<file path="src/rtl/acc_pkg.sv">
// -----------------------------------------------------------------------------
// acc_pkg
// Shared types for the accelerator memory (cmem) channel.
//   mem_req_type_e   : load/store selector carried on the cmem request channel
//   cmem_size_e      : access size encoding (3 is illegal and has no name)
//   cmem_rsp_state_e : control states of acc_cmem_responder
// -----------------------------------------------------------------------------
package acc_pkg;

    typedef enum logic {
        READ  = 1'b0,
        WRITE = 1'b1
    } mem_req_type_e;

    typedef enum logic [1:0] {
        BYTE = 2'd0,
        HALF = 2'd1,
        WORD = 2'd2
    } cmem_size_e;

    typedef enum logic [1:0] {
        IDLE = 2'd0,
        REQ  = 2'd1,
        WAIT = 2'd2,
        RSP  = 2'd3
    } cmem_rsp_state_e;

endpackage

</file>
<file path="src/rtl/acc_cmem_align.sv">
// -----------------------------------------------------------------------------
// acc_cmem_align
// Purely combinational lane steering between the LSB-aligned cmem view and
// the word-aligned OBI view. The store path and the load path have separate
// offset/size inputs so one instance can serve an incoming request (store
// side) and a pending transaction (load side) at the same time.
//
// Ports
//   wr_off_i   [1:0]  byte offset of the store/request
//   wr_size_i  [1:0]  size of the store/request
//   wdata_i    [31:0] LSB-aligned store data
//   be_o       [3:0]  OBI byte enables (0 for illegal size)
//   wdata_o    [31:0] lane-steered store data
//   rd_off_i   [1:0]  byte offset of the load
//   rd_size_i  [1:0]  size of the load
//   rdata_i    [31:0] raw OBI read data
//   rdata_o    [31:0] LSB-aligned, zero-extended load data
// -----------------------------------------------------------------------------
module acc_cmem_align
    import acc_pkg::*;
(
    input  logic [1:0]  wr_off_i,
    input  logic [1:0]  wr_size_i,
    input  logic [31:0] wdata_i,
    output logic [3:0]  be_o,
    output logic [31:0] wdata_o,
    input  logic [1:0]  rd_off_i,
    input  logic [1:0]  rd_size_i,
    input  logic [31:0] rdata_i,
    output logic [31:0] rdata_o
);

    logic [31:0] rdata_shifted;

    // Store side: bytes are replicated into every lane so the enabled lane
    // always carries the byte regardless of offset.
    always_comb begin
        be_o    = 4'b0000;
        wdata_o = 32'h0;
        case (wr_size_i)
            BYTE: begin
                be_o    = 4'b0001 << wr_off_i;
                wdata_o = {4{wdata_i[7:0]}};
            end
            HALF: begin
                be_o    = 4'b0011 << wr_off_i;
                wdata_o = {16'h0, wdata_i[15:0]} << {wr_off_i, 3'b000};
            end
            WORD: begin
                be_o    = 4'b1111;
                wdata_o = wdata_i;
            end
            default: begin
                be_o    = 4'b0000;
                wdata_o = 32'h0;
            end
        endcase
    end

    // Load side: bring the addressed lane down to bit 0, then mask to size.
    always_comb begin
        rdata_shifted = rdata_i >> {rd_off_i, 3'b000};
        rdata_o       = 32'h0;
        case (rd_size_i)
            BYTE:    rdata_o = {24'h0, rdata_shifted[7:0]};
            HALF:    rdata_o = {16'h0, rdata_shifted[15:0]};
            WORD:    rdata_o = rdata_shifted;
            default: rdata_o = 32'h0;
        endcase
    end

endmodule

</file>
<file path="src/rtl/acc_cmem_responder.sv">
// -----------------------------------------------------------------------------
// acc_cmem_responder
// Core-side responder for the accelerator memory (cmem) channel. Takes one
// load/store at a time from the cmem request channel, performs it on the OBI
// data port and returns exactly one response. Illegal requests (probe mode,
// size 3, misaligned half/word) are answered with an error and never reach
// the bus.
//
// Ports
//   clk_i, rst_ni                 clock, asynchronous active-low reset
//   cmem_q_*                      request channel (valid/ready, addr, wdata,
//                                 size, req_type, mode, spec, eot, id)
//   cmem_p_*                      response channel (valid/ready, rdata,
//                                 status, id)
//   data_req_o/data_gnt_i         OBI address phase
//   data_addr_o/we_o/be_o/wdata_o OBI address-phase payload (registered)
//   data_rvalid_i/rdata_i/err_i   OBI response phase
//
// Every output is a register or a decode of the state register.
// -----------------------------------------------------------------------------
module acc_cmem_responder
    import acc_pkg::*;
#(
    parameter int unsigned ID_WIDTH = 4
) (
    input  logic                clk_i,
    input  logic                rst_ni,

    input  logic                cmem_q_valid_i,
    output logic                cmem_q_ready_o,
    input  logic [31:0]         cmem_q_addr_i,
    input  logic [31:0]         cmem_q_wdata_i,
    input  logic [1:0]          cmem_q_size_i,
    input  mem_req_type_e       cmem_q_req_type_i,
    input  logic                cmem_q_mode_i,
    input  logic                cmem_q_spec_i,
    input  logic                cmem_q_endoftransaction_i,
    input  logic [ID_WIDTH-1:0] cmem_q_id_i,

    output logic                cmem_p_valid_o,
    input  logic                cmem_p_ready_i,
    output logic [31:0]         cmem_p_rdata_o,
    output logic                cmem_p_status_o,
    output logic [ID_WIDTH-1:0] cmem_p_id_o,

    output logic                data_req_o,
    input  logic                data_gnt_i,
    output logic [31:0]         data_addr_o,
    output logic                data_we_o,
    output logic [3:0]          data_be_o,
    output logic [31:0]         data_wdata_o,
    input  logic                data_rvalid_i,
    input  logic [31:0]         data_rdata_i,
    input  logic                data_err_i
);

    cmem_rsp_state_e     state_q, state_d;

    // Pending transaction context needed to post-process the read data.
    logic [1:0]          off_q, off_d;
    logic [1:0]          size_q, size_d;
    mem_req_type_e       type_q, type_d;
    logic [ID_WIDTH-1:0] id_q, id_d;

    // Registered OBI address-phase payload.
    logic [31:0]         data_addr_q, data_addr_d;
    logic                data_we_q, data_we_d;
    logic [3:0]          data_be_q, data_be_d;
    logic [31:0]         data_wdata_q, data_wdata_d;

    // Registered response payload.
    logic [31:0]         rdata_q, rdata_d;
    logic                status_q, status_d;

    logic [3:0]          al_be;
    logic [31:0]         al_wdata;
    logic [31:0]         al_rdata;
    logic                misaligned;
    logic                req_legal;

    // Speculation and transaction grouping carry no meaning here.
    logic                unused_inputs;
    assign unused_inputs = cmem_q_spec_i ^ cmem_q_endoftransaction_i;

    // Store steering uses the incoming request so the payload can be
    // registered on the accept edge; load extraction uses the latched context.
    acc_cmem_align u_align (
        .wr_off_i  (cmem_q_addr_i[1:0]),
        .wr_size_i (cmem_q_size_i),
        .wdata_i   (cmem_q_wdata_i),
        .be_o      (al_be),
        .wdata_o   (al_wdata),
        .rd_off_i  (off_q),
        .rd_size_i (size_q),
        .rdata_i   (data_rdata_i),
        .rdata_o   (al_rdata)
    );

    always_comb begin
        misaligned = 1'b0;
        case (cmem_q_size_i)
            HALF:    misaligned = cmem_q_addr_i[0];
            WORD:    misaligned = (cmem_q_addr_i[1:0] != 2'b00);
            default: misaligned = 1'b0;
        endcase
    end

    assign req_legal = !cmem_q_mode_i && (cmem_q_size_i != 2'd3) && !misaligned;

    always_comb begin
        state_d      = state_q;
        off_d        = off_q;
        size_d       = size_q;
        type_d       = type_q;
        id_d         = id_q;
        data_addr_d  = data_addr_q;
        data_we_d    = data_we_q;
        data_be_d    = data_be_q;
        data_wdata_d = data_wdata_q;
        rdata_d      = rdata_q;
        status_d     = status_q;

        case (state_q)
            IDLE: begin
                if (cmem_q_valid_i) begin
                    off_d  = cmem_q_addr_i[1:0];
                    size_d = cmem_q_size_i;
                    type_d = cmem_q_req_type_i;
                    id_d   = cmem_q_id_i;
                    if (req_legal) begin
                        data_addr_d  = {cmem_q_addr_i[31:2], 2'b00};
                        data_we_d    = (cmem_q_req_type_i == WRITE);
                        data_be_d    = al_be;
                        data_wdata_d = al_wdata;
                        state_d      = REQ;
                    end else begin
                        // Answer immediately with an error; the bus is untouched.
                        rdata_d  = 32'h0;
                        status_d = 1'b1;
                        state_d  = RSP;
                    end
                end
            end
            REQ: begin
                if (data_gnt_i) begin
                    state_d = WAIT;
                end
            end
            WAIT: begin
                if (data_rvalid_i) begin
                    rdata_d  = (type_q == WRITE) ? 32'h0 : al_rdata;
                    status_d = data_err_i;
                    state_d  = RSP;
                end
            end
            RSP: begin
                if (cmem_p_ready_i) begin
                    state_d = IDLE;
                end
            end
            default: state_d = IDLE;
        endcase
    end

    always_ff @(posedge clk_i or negedge rst_ni) begin
        if (!rst_ni) begin
            state_q      <= IDLE;
            off_q        <= 2'b00;
            size_q       <= 2'b00;
            type_q       <= READ;
            id_q         <= '0;
            data_addr_q  <= 32'h0;
            data_we_q    <= 1'b0;
            data_be_q    <= 4'b0000;
            data_wdata_q <= 32'h0;
            rdata_q      <= 32'h0;
            status_q     <= 1'b0;
        end else begin
            state_q      <= state_d;
            off_q        <= off_d;
            size_q       <= size_d;
            type_q       <= type_d;
            id_q         <= id_d;
            data_addr_q  <= data_addr_d;
            data_we_q    <= data_we_d;
            data_be_q    <= data_be_d;
            data_wdata_q <= data_wdata_d;
            rdata_q      <= rdata_d;
            status_q     <= status_d;
        end
    end

    assign cmem_q_ready_o  = (state_q == IDLE);
    assign cmem_p_valid_o  = (state_q == RSP);
    assign cmem_p_rdata_o  = rdata_q;
    assign cmem_p_status_o = status_q;
    assign cmem_p_id_o     = id_q;

    assign data_req_o      = (state_q == REQ);
    assign data_addr_o     = data_addr_q;
    assign data_we_o       = data_we_q;
    assign data_be_o       = data_be_q;
    assign data_wdata_o    = data_wdata_q;

endmodule
</file>
<file path="config.mk">
export PLATFORM = sky130hd
export DESIGN_NAME = acc_cmem_responder
export DESIGN_NICKNAME = d
export VERILOG_FILES = /design/src/rtl/acc_pkg.sv /design/src/rtl/acc_cmem_align.sv /design/src/rtl/acc_cmem_responder.sv
export SDC_FILE = /design/constraint.sdc
export NUM_CORES = 1
export LEC_CHECK = 0
export CAP_MARGIN = 20
export CORE_MARGIN = 2
export CORE_UTILIZATION = 39
export CTS_CLUSTER_DIAMETER = 50
export DETAILED_ROUTE_END_ITERATION = 16
export GPL_ROUTABILITY_DRIVEN = 0
export PLACE_DENSITY = 0.85
export SLEW_MARGIN = 25
export SYNTH_ARGS = -nofsm -noshare
export SYNTH_HDL_FRONTEND = slang
export SYNTH_SLANG_ARGS = --single-unit
</file>
<file path="constraint.sdc">
create_clock -name clk_i -period 1.8 [get_ports clk_i]
set_clock_uncertainty 0.1 [all_clocks]
set_input_delay 0.36 -clock clk_i [delete_from_list [all_inputs] [get_ports clk_i]]
set_output_delay 0.36 -clock clk_i [all_outputs]
set_load 0.005 [all_outputs]
</file>
==> Flow_metrics.wiki, run 1 <==
{| class="wikitable"
! Metric !! Value
|-
| Run status || complete, but fails checks
|-
| Violations in the final reports || hold timing, setup timing
|-
| DR vias || roughly 5100
|-
| Top flip-flop cell by instance count after synthesis || dfrtp_1
|-
| Nets || 862
|-
| Post-route antenna net violation count || 0
|-
| Clock insertion delay at the later pin of the skew report || 0.36 ns
|-
| Met2 routing resource usage after global routing || 0.426
|-
| Routed len/inst || 20.3 um
|-
| Area of the mapped netlist || 5430 um^2
|-
| First-pass GRT wire length || 27700 um
|-
| Share of final-layout standard cells stronger than drive strength 1 || 0.313
|-
| Area after detailed placement || 8190 um^2
|-
| Post-synthesis instance total || 465
|-
| All-layer global routing usage || 0.245
|-
| Via count of the first global-routing pass || about 5300
|-
| Number of warnings printed during yosys synthesis || 0
|-
| Overall die width || 122 um
|-
| FP Rows || 43
|-
| Relative area change from synthesis to final layout || 68.7%
|-
| Leak pwr || 4.03 nW
|-
| Average cell area after synthesis || 11.7 um^2
|-
| Hold Path Class || in -> async
|-
| Register area share after synthesis || 0.511
|-
| Via-per-instance ratio || 5.46
|-
| Y dimension of the die || 122 um
|-
| Kind of start point of the critical path || register
|-
| Final antenna diode count || 0
|-
| Hold Worst Slack || -0.0527 ns
|-
| 1st-pass router iterations || 6
|-
| Detailed placer's ending HPWL || 12700 um
|-
| Slew at the pin with the worst max-slew slack || 0.640 ns
|-
| Root Driver || clkbuf_16
|-
| Post-layout instance area || slightly above 9000 um^2
|-
| Peak Freq || 494 MHz
|-
| Depth of the CTS H-tree || 3
|-
| I/O pin count || between 200 and 250
|-
| Number of slew-limit violations in the final report || 0
|-
| Clock input transition at the sequential cells of the worst setup and hold paths || 0.07 ns
|-
| Clock period minus worst slack || 2.03 ns
|-
| Post-synth ARST share || 1.00
|-
| Relative max-transition margin || 0.573
|-
| TritonCTS clock tree || done
|-
| Antenna violations before repair || 0
|-
| CP Max Fanout || 8
|-
| DRC violations left || 0
|-
| Setup repair after global routing missed its margin || true
|-
| Number of clock sinks seen by CTS || 111
|-
| GRT met1 Usage || 0.274
|-
| Number of failing setup endpoints in the final timing report || 95
|-
| Placeable core region || roughly 14000 um^2
|-
| Max clock buf depth || 2
|-
| Global route hottest layer || met2
|-
| Worst Slack Setup Final || -0.225 ns
|-
| Iteration-0 DRC Markers || 375
|-
| Met3 usage in global routing || 0.0679
|-
| Final standard cell utilization of the core || 0.668
|-
| Number of distinct library cells after synthesis || between 40 and 50
|-
| Type of the setup path with the least slack || reg -> reg
|-
| Worst R2R Setup Slack || -0.23 ns
|-
| Maximum number of pins on one net before global-route repair || ~110
|-
| Flop and latch count out of synthesis || 111
|-
| Number of enable-type register cells in the synthesized netlist || 0
|-
| Arrival time of data at the critical path endpoint || around 2.2 ns
|-
| Worst setup slack before clock tree synthesis || -0.871 ns
|-
| Clock buffer count from CTS || 9
|-
| Fin. Hold Viols || 42
|-
| Required time reported for the critical path endpoint || 1.97 ns
|-
| Endpoint kind of the worst setup timing path || register
|-
| Maxcap violations || 0
|-
| Count of hold-fix buffers inserted at cts || 0
|-
| Worst voltage drop across the vdd grid || between 0.7 and 0.8 mV
|-
| Buffers on Ports || 217
|-
| Remaining Overflow, GRT || 0
|-
| Final cycle utilization of the critical path || 1.13
|-
| Pwr per Cell Area || 1410 nW/um^2
|-
| Wire length after detailed routing || 18800 um
|-
| Area enclosed by the die boundary || roughly 15000 um^2
|-
| Starting density of the core || 0.396
|}
-- worst paths after layout --
| path | startpoint | end | cells past startpoint |
|---|---|---|---|
| hold reg to reg | data_wdata_o[16] | data_wdata_o[16] | 2 |
| setup reg to reg | state_q[0] | cmem_p_rdata_o[28] | 9 |
| max in group asynchronous | rst_ni | state_q[1] | 2 |
| setup / recovery | state_q[0] | cmem_p_rdata_o[28] | 9 |
| min in group clk_i | data_wdata_o[16] | data_wdata_o[16] | 2 |
| hold / removal | rst_ni | cmem_p_rdata_o[29] | 2 |
-- metal layers --
metal  up-vias  wire, um  part of all wire
met5         -         0                 0
met4         0       731             0.039
met3        51      1780             0.095
met2       311      9520              0.51
met1      2458      6790              0.36
li1       2231         -                 -
-- cell type report --
| class | count | area, um^2 |
|---|---|---|
| inverter | 16 | 65.1 |
| clock inverter | 7 | 126 |
| sequential | 111 | 2780 |
| clock buffer | 9 | 225 |
| fill | 1002 | 4560 |
| timing repair buffer | 297 | 3060 |
| tap | 180 | 225 |
| multi-input combinational | 305 | 2690 |
-- synth_stat cells (2+ instances only) --
cell type | n | share of area
a211oi_1 | 16 | 0.022
a21boi_0 | 2 | 0.0028
a21o_1 | 2 | 0.0028
a21oi_1 | 7 | 0.0064
a221oi_1 | 2 | 0.0032
a222oi_1 | 16 | 0.029
a22o_1 | 16 | 0.026
a22oi_1 | 8 | 0.011
buf_1 | 4 | 0.0028
buf_2 | 9 | 0.0083
buf_4 | 2 | 0.0028
buf_6 | 5 | 0.010
clkbuf_1 | 14 | 0.0097
dfrtp_1 | 111 | 0.51
ha_1 | 9 | 0.021
inv_1 | 16 | 0.011
mux2_2 | 42 | 0.087
mux2_4 | 22 | 0.061
mux2i_1 | 25 | 0.046
nand2_1 | 51 | 0.035
nand2b_1 | 2 | 0.0023
nor2_1 | 19 | 0.013
nor2b_1 | 12 | 0.014
o21ai_0 | 29 | 0.027
or2_2 | 7 | 0.0081
-- sequential cells by signal, summed over array words and instances (netlist names) --
| signal | flops |
|---|---|
| cmem_p_status_o | 1 |
| data_addr_o | 30 |
| size_q | 2 |
| cmem_p_rdata_o | 32 |
| data_wdata_o | 32 |
| state_q | 2 |
| data_be_o | 4 |
| type_q | 1 |
| cmem_p_id_o | 4 |
| off_q | 2 |
| data_we_o | 1 |
-- cell families after synthesis --
group,Yosys count,synth area share
AO/OA/AOI/OAI,106,0.144
XOR/XNOR,1,0.00161
adder cells (fa/ha/maj),9,0.0207
buffers and inverters,50,0.0449
flip-flops,111,0.511
multiplexers,89,0.194
other,1,0.000690
AND/OR/NAND/NOR,98,0.0829
-- where the power goes --
group | switching (mW) | internal, mW
registers | 0.621 | 3.40
logic | 2.54 | 4.02
clock network | 0.977 | 1.38
-- worst max-delay path: stages (launching register included) --
cell and delay (ns):
dfrtp_1 0.38, inv_2 0.08, ha_4 0.19, inv_2 0.08, o22ai_4 0.07, a311o_2 0.39, buf_12 0.16, buf_12 0.15
buf_12 0.14, mux2i_2 0.20
-- per-stage QoR --
stage	total power, mW	cells	hold slack, ns	setup TNS, ns
global route	13.6	925	0.0175	-18.32
floorplan	6.55	466	-0.0356	-6.90
detailed placement	9.40	886	0.371	-78.12
CTS	12.5	916	0.0115	-10.77
global placement	9.18	886	0.364	-72.26
finish	12.9	925	-0.0527	-11.77
-- layout by cell type (no fill, tap or decap), drive strengths merged, types with 3 or more instances in the layout --
master           n
a211oi          17
a22o            16
buf             83
nand2           51
clkbuf          12
bufinv           3
a222oi          16
clkdlybuf4s50  208
mux2i           25
mux2            64
nor2b           12
o21ai           29
or2              7
dlygate4sd2      3
dfrtp          111
a22oi            8
inv             19
ha               9
nor2            19
a21oi            7
-- repair_timing --
action,CTS,global route
gates cloned,6,3
gates resized for setup,67,74
buffers inserted,9,7
pin swaps,9,20
setup endpoints to repair,104,103
Note: power is estimated with default switching activity, not from simulation.
==> inputs of run 2 (changes only) <==
Settings changed: GPL_TIMING_DRIVEN set to 0.
==> run 2 against run 1 <==
The run ends with setup timing left. Combinational power decreased by 1%. Power decreased by 3.4%. Count of clock-buffer cells in the layout increased by 3. Register-to-register slack improved by 0.02 ns. Sequential cell count unchanged. Via count decreased by 1.1%. Sequential share of layout area increased by 0.54 points. Design area decreased by 1.7%. Global-route usage decreased by 0.38 points. Clock power decreased by 15%. Die area unchanged. Critical path type unchanged. Largest cell class unchanged.
==> Flow_metrics.wiki, run 2 (synthesized netlist as in run 1, its figures left out) <==
{| class="wikitable"
! Metric !! Value
|-
| I/O pin count || 222 (unchanged)
|-
| DRC violations left || 0 (unchanged)
|-
| Number of clock sinks seen by CTS || 111 (unchanged)
|-
| Fin. Hold Viols || 0 (was 42)
|-
| Path depth of the worst reg2reg path || 8 (was 9)
|-
| Overall die width || 122 um (unchanged)
|-
| Endpoint kind of the worst setup timing path || register (unchanged)
|-
| Hold Worst Slack || 0.282 ns (was -0.0527 ns)
|-
| TritonCTS clock tree || done (unchanged)
|-
| Slew at the pin with the worst max-slew slack || 0.589 ns (was 0.640 ns)
|-
| Final antenna diode count || 0 (unchanged)
|-
| Met3 usage in global routing || 0.0665 (was 0.0679)
|-
| Post-layout instance area || 9010 um^2 (was 9160 um^2)
|-
| CP Max Fanout || 10 (was 8)
|-
| Hold Path Class || in -> reg (was in -> async)
|-
| Buffers on Ports || 216 (was 217)
|-
| Iteration-0 DRC Markers || 549 (was 375)
|-
| Via count of the first global-routing pass || 5091 (was 5292)
|-
| Setup TNS || -8.65 ns (was -11.77 ns)
|-
| Maxcap violations || 0 (unchanged)
|-
| Placeable core region || 13700 um^2 (unchanged)
|-
| Area after detailed placement || 7920 um^2 (was 8190 um^2)
|-
| Number of failing setup endpoints in the final timing report || 103 (was 95)
|-
| Peak Freq || 500 MHz (was 494 MHz)
|-
| Number of slew-limit violations in the final report || 0 (unchanged)
|-
| Met2 routing resource usage after global routing || 0.415 (was 0.426)
|-
| WHS Path Cells || 3
|-
| Worst Hold Launch || cmem_q_size_i[1]
|-
| FP Rows || 43 (unchanged)
|-
| Type of the setup path with the least slack || reg -> reg (unchanged)
|-
| Remaining Overflow, GRT || 0 (unchanged)
|-
| Area enclosed by the die boundary || 14900 um^2 (unchanged)
|-
| First-pass GRT wire length || 27200 um (was 27700 um)
|-
| Root Driver || clkbuf_16 (unchanged)
|-
| Arrival time of data at the critical path endpoint || 2.13 ns (was 2.19 ns)
|-
| 1st-pass router iterations || 8 (was 6)
|-
| Global route hottest layer || met2 (unchanged)
|-
| Leak pwr || 3.94 nW (was 4.03 nW)
|-
| Clock period minus worst slack || 2.00 ns (was 2.03 ns)
|-
| Setup repair after global routing missed its margin || true (unchanged)
|-
| Detailed placer's ending HPWL || 13000 um (was 12700 um)
|-
| Violations in the final reports || setup timing (was hold timing, setup timing)
|-
| Clock buffer count from CTS || 9 (unchanged)
|-
| Y dimension of the die || 122 um (unchanged)
|-
| Most common cell after layout, fill and taps aside || clkdlybuf4s50_1 (unchanged)
|-
| Reg-to-Reg Start || state_q[1] (was state_q[0])
|-
| Worst voltage drop across the vdd grid || 0.709 mV (was 0.754 mV)
|-
| Worst hold endpoint || size_q[1]
|-
| Routed len/inst || 20.1 um (was 20.3 um)
|-
| Kind of start point of the critical path || register (unchanged)
|-
| Max clock buf depth || 2 (unchanged)
|-
| Post-route antenna net violation count || 0 (unchanged)
|-
| All-layer global routing usage || 0.241 (was 0.245)
|-
| Final cycle utilization of the critical path || 1.11 (was 1.13)
|-
| Most frequent cells in the layout || 207 x clkdlybuf4s50_1, 109 x dfrtp_1, 41 x mux2_2 (was 208 x clkdlybuf4s50_1, 110 x dfrtp_1, 51 x buf_4)
|-
| Multi-input logic area || 2720 um^2 (was 2690 um^2)
|-
| Maximum number of pins on one net before global-route repair || 73 (was 112)
|-
| Relative area change from synthesis to final layout || 65.8% (was 68.7%)
|-
| Worst Slack Setup Final || -0.202 ns (was -0.225 ns)
|-
| Wire length after detailed routing || 18200 um (was 18800 um)
|-
| Run status || complete, but fails checks (unchanged)
|-
| DR vias || 4995 (was 5051)
|-
| Required time reported for the critical path endpoint || 1.93 ns (was 1.97 ns)
|-
| Nets || 844 (was 862)
|-
| Antenna violations before repair || 0 (unchanged)
|-
| Clock input transition at the sequential cells of the worst setup and hold paths || 0.08 ns (was 0.07 ns)
|-
| Starting density of the core || 0.396 (unchanged)
|-
| Reg2reg end || cmem_p_rdata_o[3] (was cmem_p_rdata_o[28])
|-
| Via-per-instance ratio || 5.51 (was 5.46)
|-
| Relative max-transition margin || 0.608 (was 0.573)
|-
| Sequential cell area in the final layout || 2780 um^2 (about the same)
|-
| Worst R2R Setup Slack || -0.20 ns (was -0.23 ns)
|-
| Clock insertion delay at the later pin of the skew report || 0.35 ns (was 0.36 ns)
|-
| GRT met1 Usage || 0.279 (was 0.274)
|-
| Pwr per Cell Area || 1390 nW/um^2 (was 1410 nW/um^2)
|-
| Depth of the CTS H-tree || 3 (unchanged)
|-
| Filler cells || 997 (was 1002)
|-
| Share of final-layout standard cells stronger than drive strength 1 || 0.293 (was 0.313)
|}
## run 2: cell types whose count changed in the layout (fill, tap and decap cells not counted), moves of 6 or more
cell,delta
clkbuf_1,+9
nand2_2,+8
buf_4,-35
nand2_1,-10
buf_8,+6
## run 2: stage by stage
| step | total power [mW] | worst slack, ns | util | std cells |
|---|---|---|---|---|
| global route | 13.1 | -0.247 | 0.657 | 907 |
| global placement | 9.11 | -3.75 | 0.575 | 862 |
| floorplan | 6.55 | -0.241 | - | 466 |
| detailed placement | 9.31 | -1.49 | 0.577 | 863 |
| CTS | 12.2 | -0.152 | 0.647 | 904 |
| finish | 12.5 | -0.202 | 0.657 | 907 |
## run 2: critical path, stage by stage (launching register included)
cell and delay (ns):
dfrtp_2 0.45, inv_2 0.09, ha_4 0.17, inv_2 0.04, o22ai_2 0.18, a311o_1 0.18
buf_6 0.18, buf_12 0.16, mux2_4 0.31
## run 2: area by class of cell
cell class,count,share of cell area
well taps,180,0.0250
repair buffers,248,0.292
flip-flops and latches,111,0.309
multi-input cells,305,0.302
inverters,16,0.00750
clock inverters,4,0.00403
plain buffers,31,0.0329
clock buffers,12,0.0285
## run 2: worst max-delay path by stage
stage	startpoint	to	slack (ns)	depth (start not counted)
final	state_q[1]	cmem_p_rdata_o[3]	-0.20	8
after global routing	state_q[1]	cmem_p_rdata_o[3]	-0.25	8
after CTS	state_q[1]	cmem_p_valid_o	-0.15	2
after detailed placement	cmem_q_size_i[1]	data_be_o[2]	-1.49	9
after global placement	rst_ni	data_wdata_o[24]	-3.75	1
after floorplan	cmem_q_size_i[1]	cmem_p_rdata_o[10]	-0.24	8
## run 2: timing repair
item | 4_1_cts | 5_1_grt
resized for setup | 136 | 42
setup buffers | 20 | 3
endpoints found under the setup margin | 110 | 106
hold buffers | 1 | 0
gates cloned | 6 | 1
hold endpoints to repair | 39 | 0
pin swaps | 21 | 12
## run 2: power by group
group          internal (mW)  switching, mW  total (mW)  leakage, nW
logic                   3.95           2.53        6.48         2.36
registers               3.40          0.627        4.02         1.43
clock network           1.04          0.956        2.00        0.147
total                   8.39           4.11        12.5         3.94
## run 2: layer usage
metal  share of wire  vias up
met5               0        -
met4           0.037        0
met3           0.094       56
met2            0.51      307
met1            0.36     2432
li1                -     2200
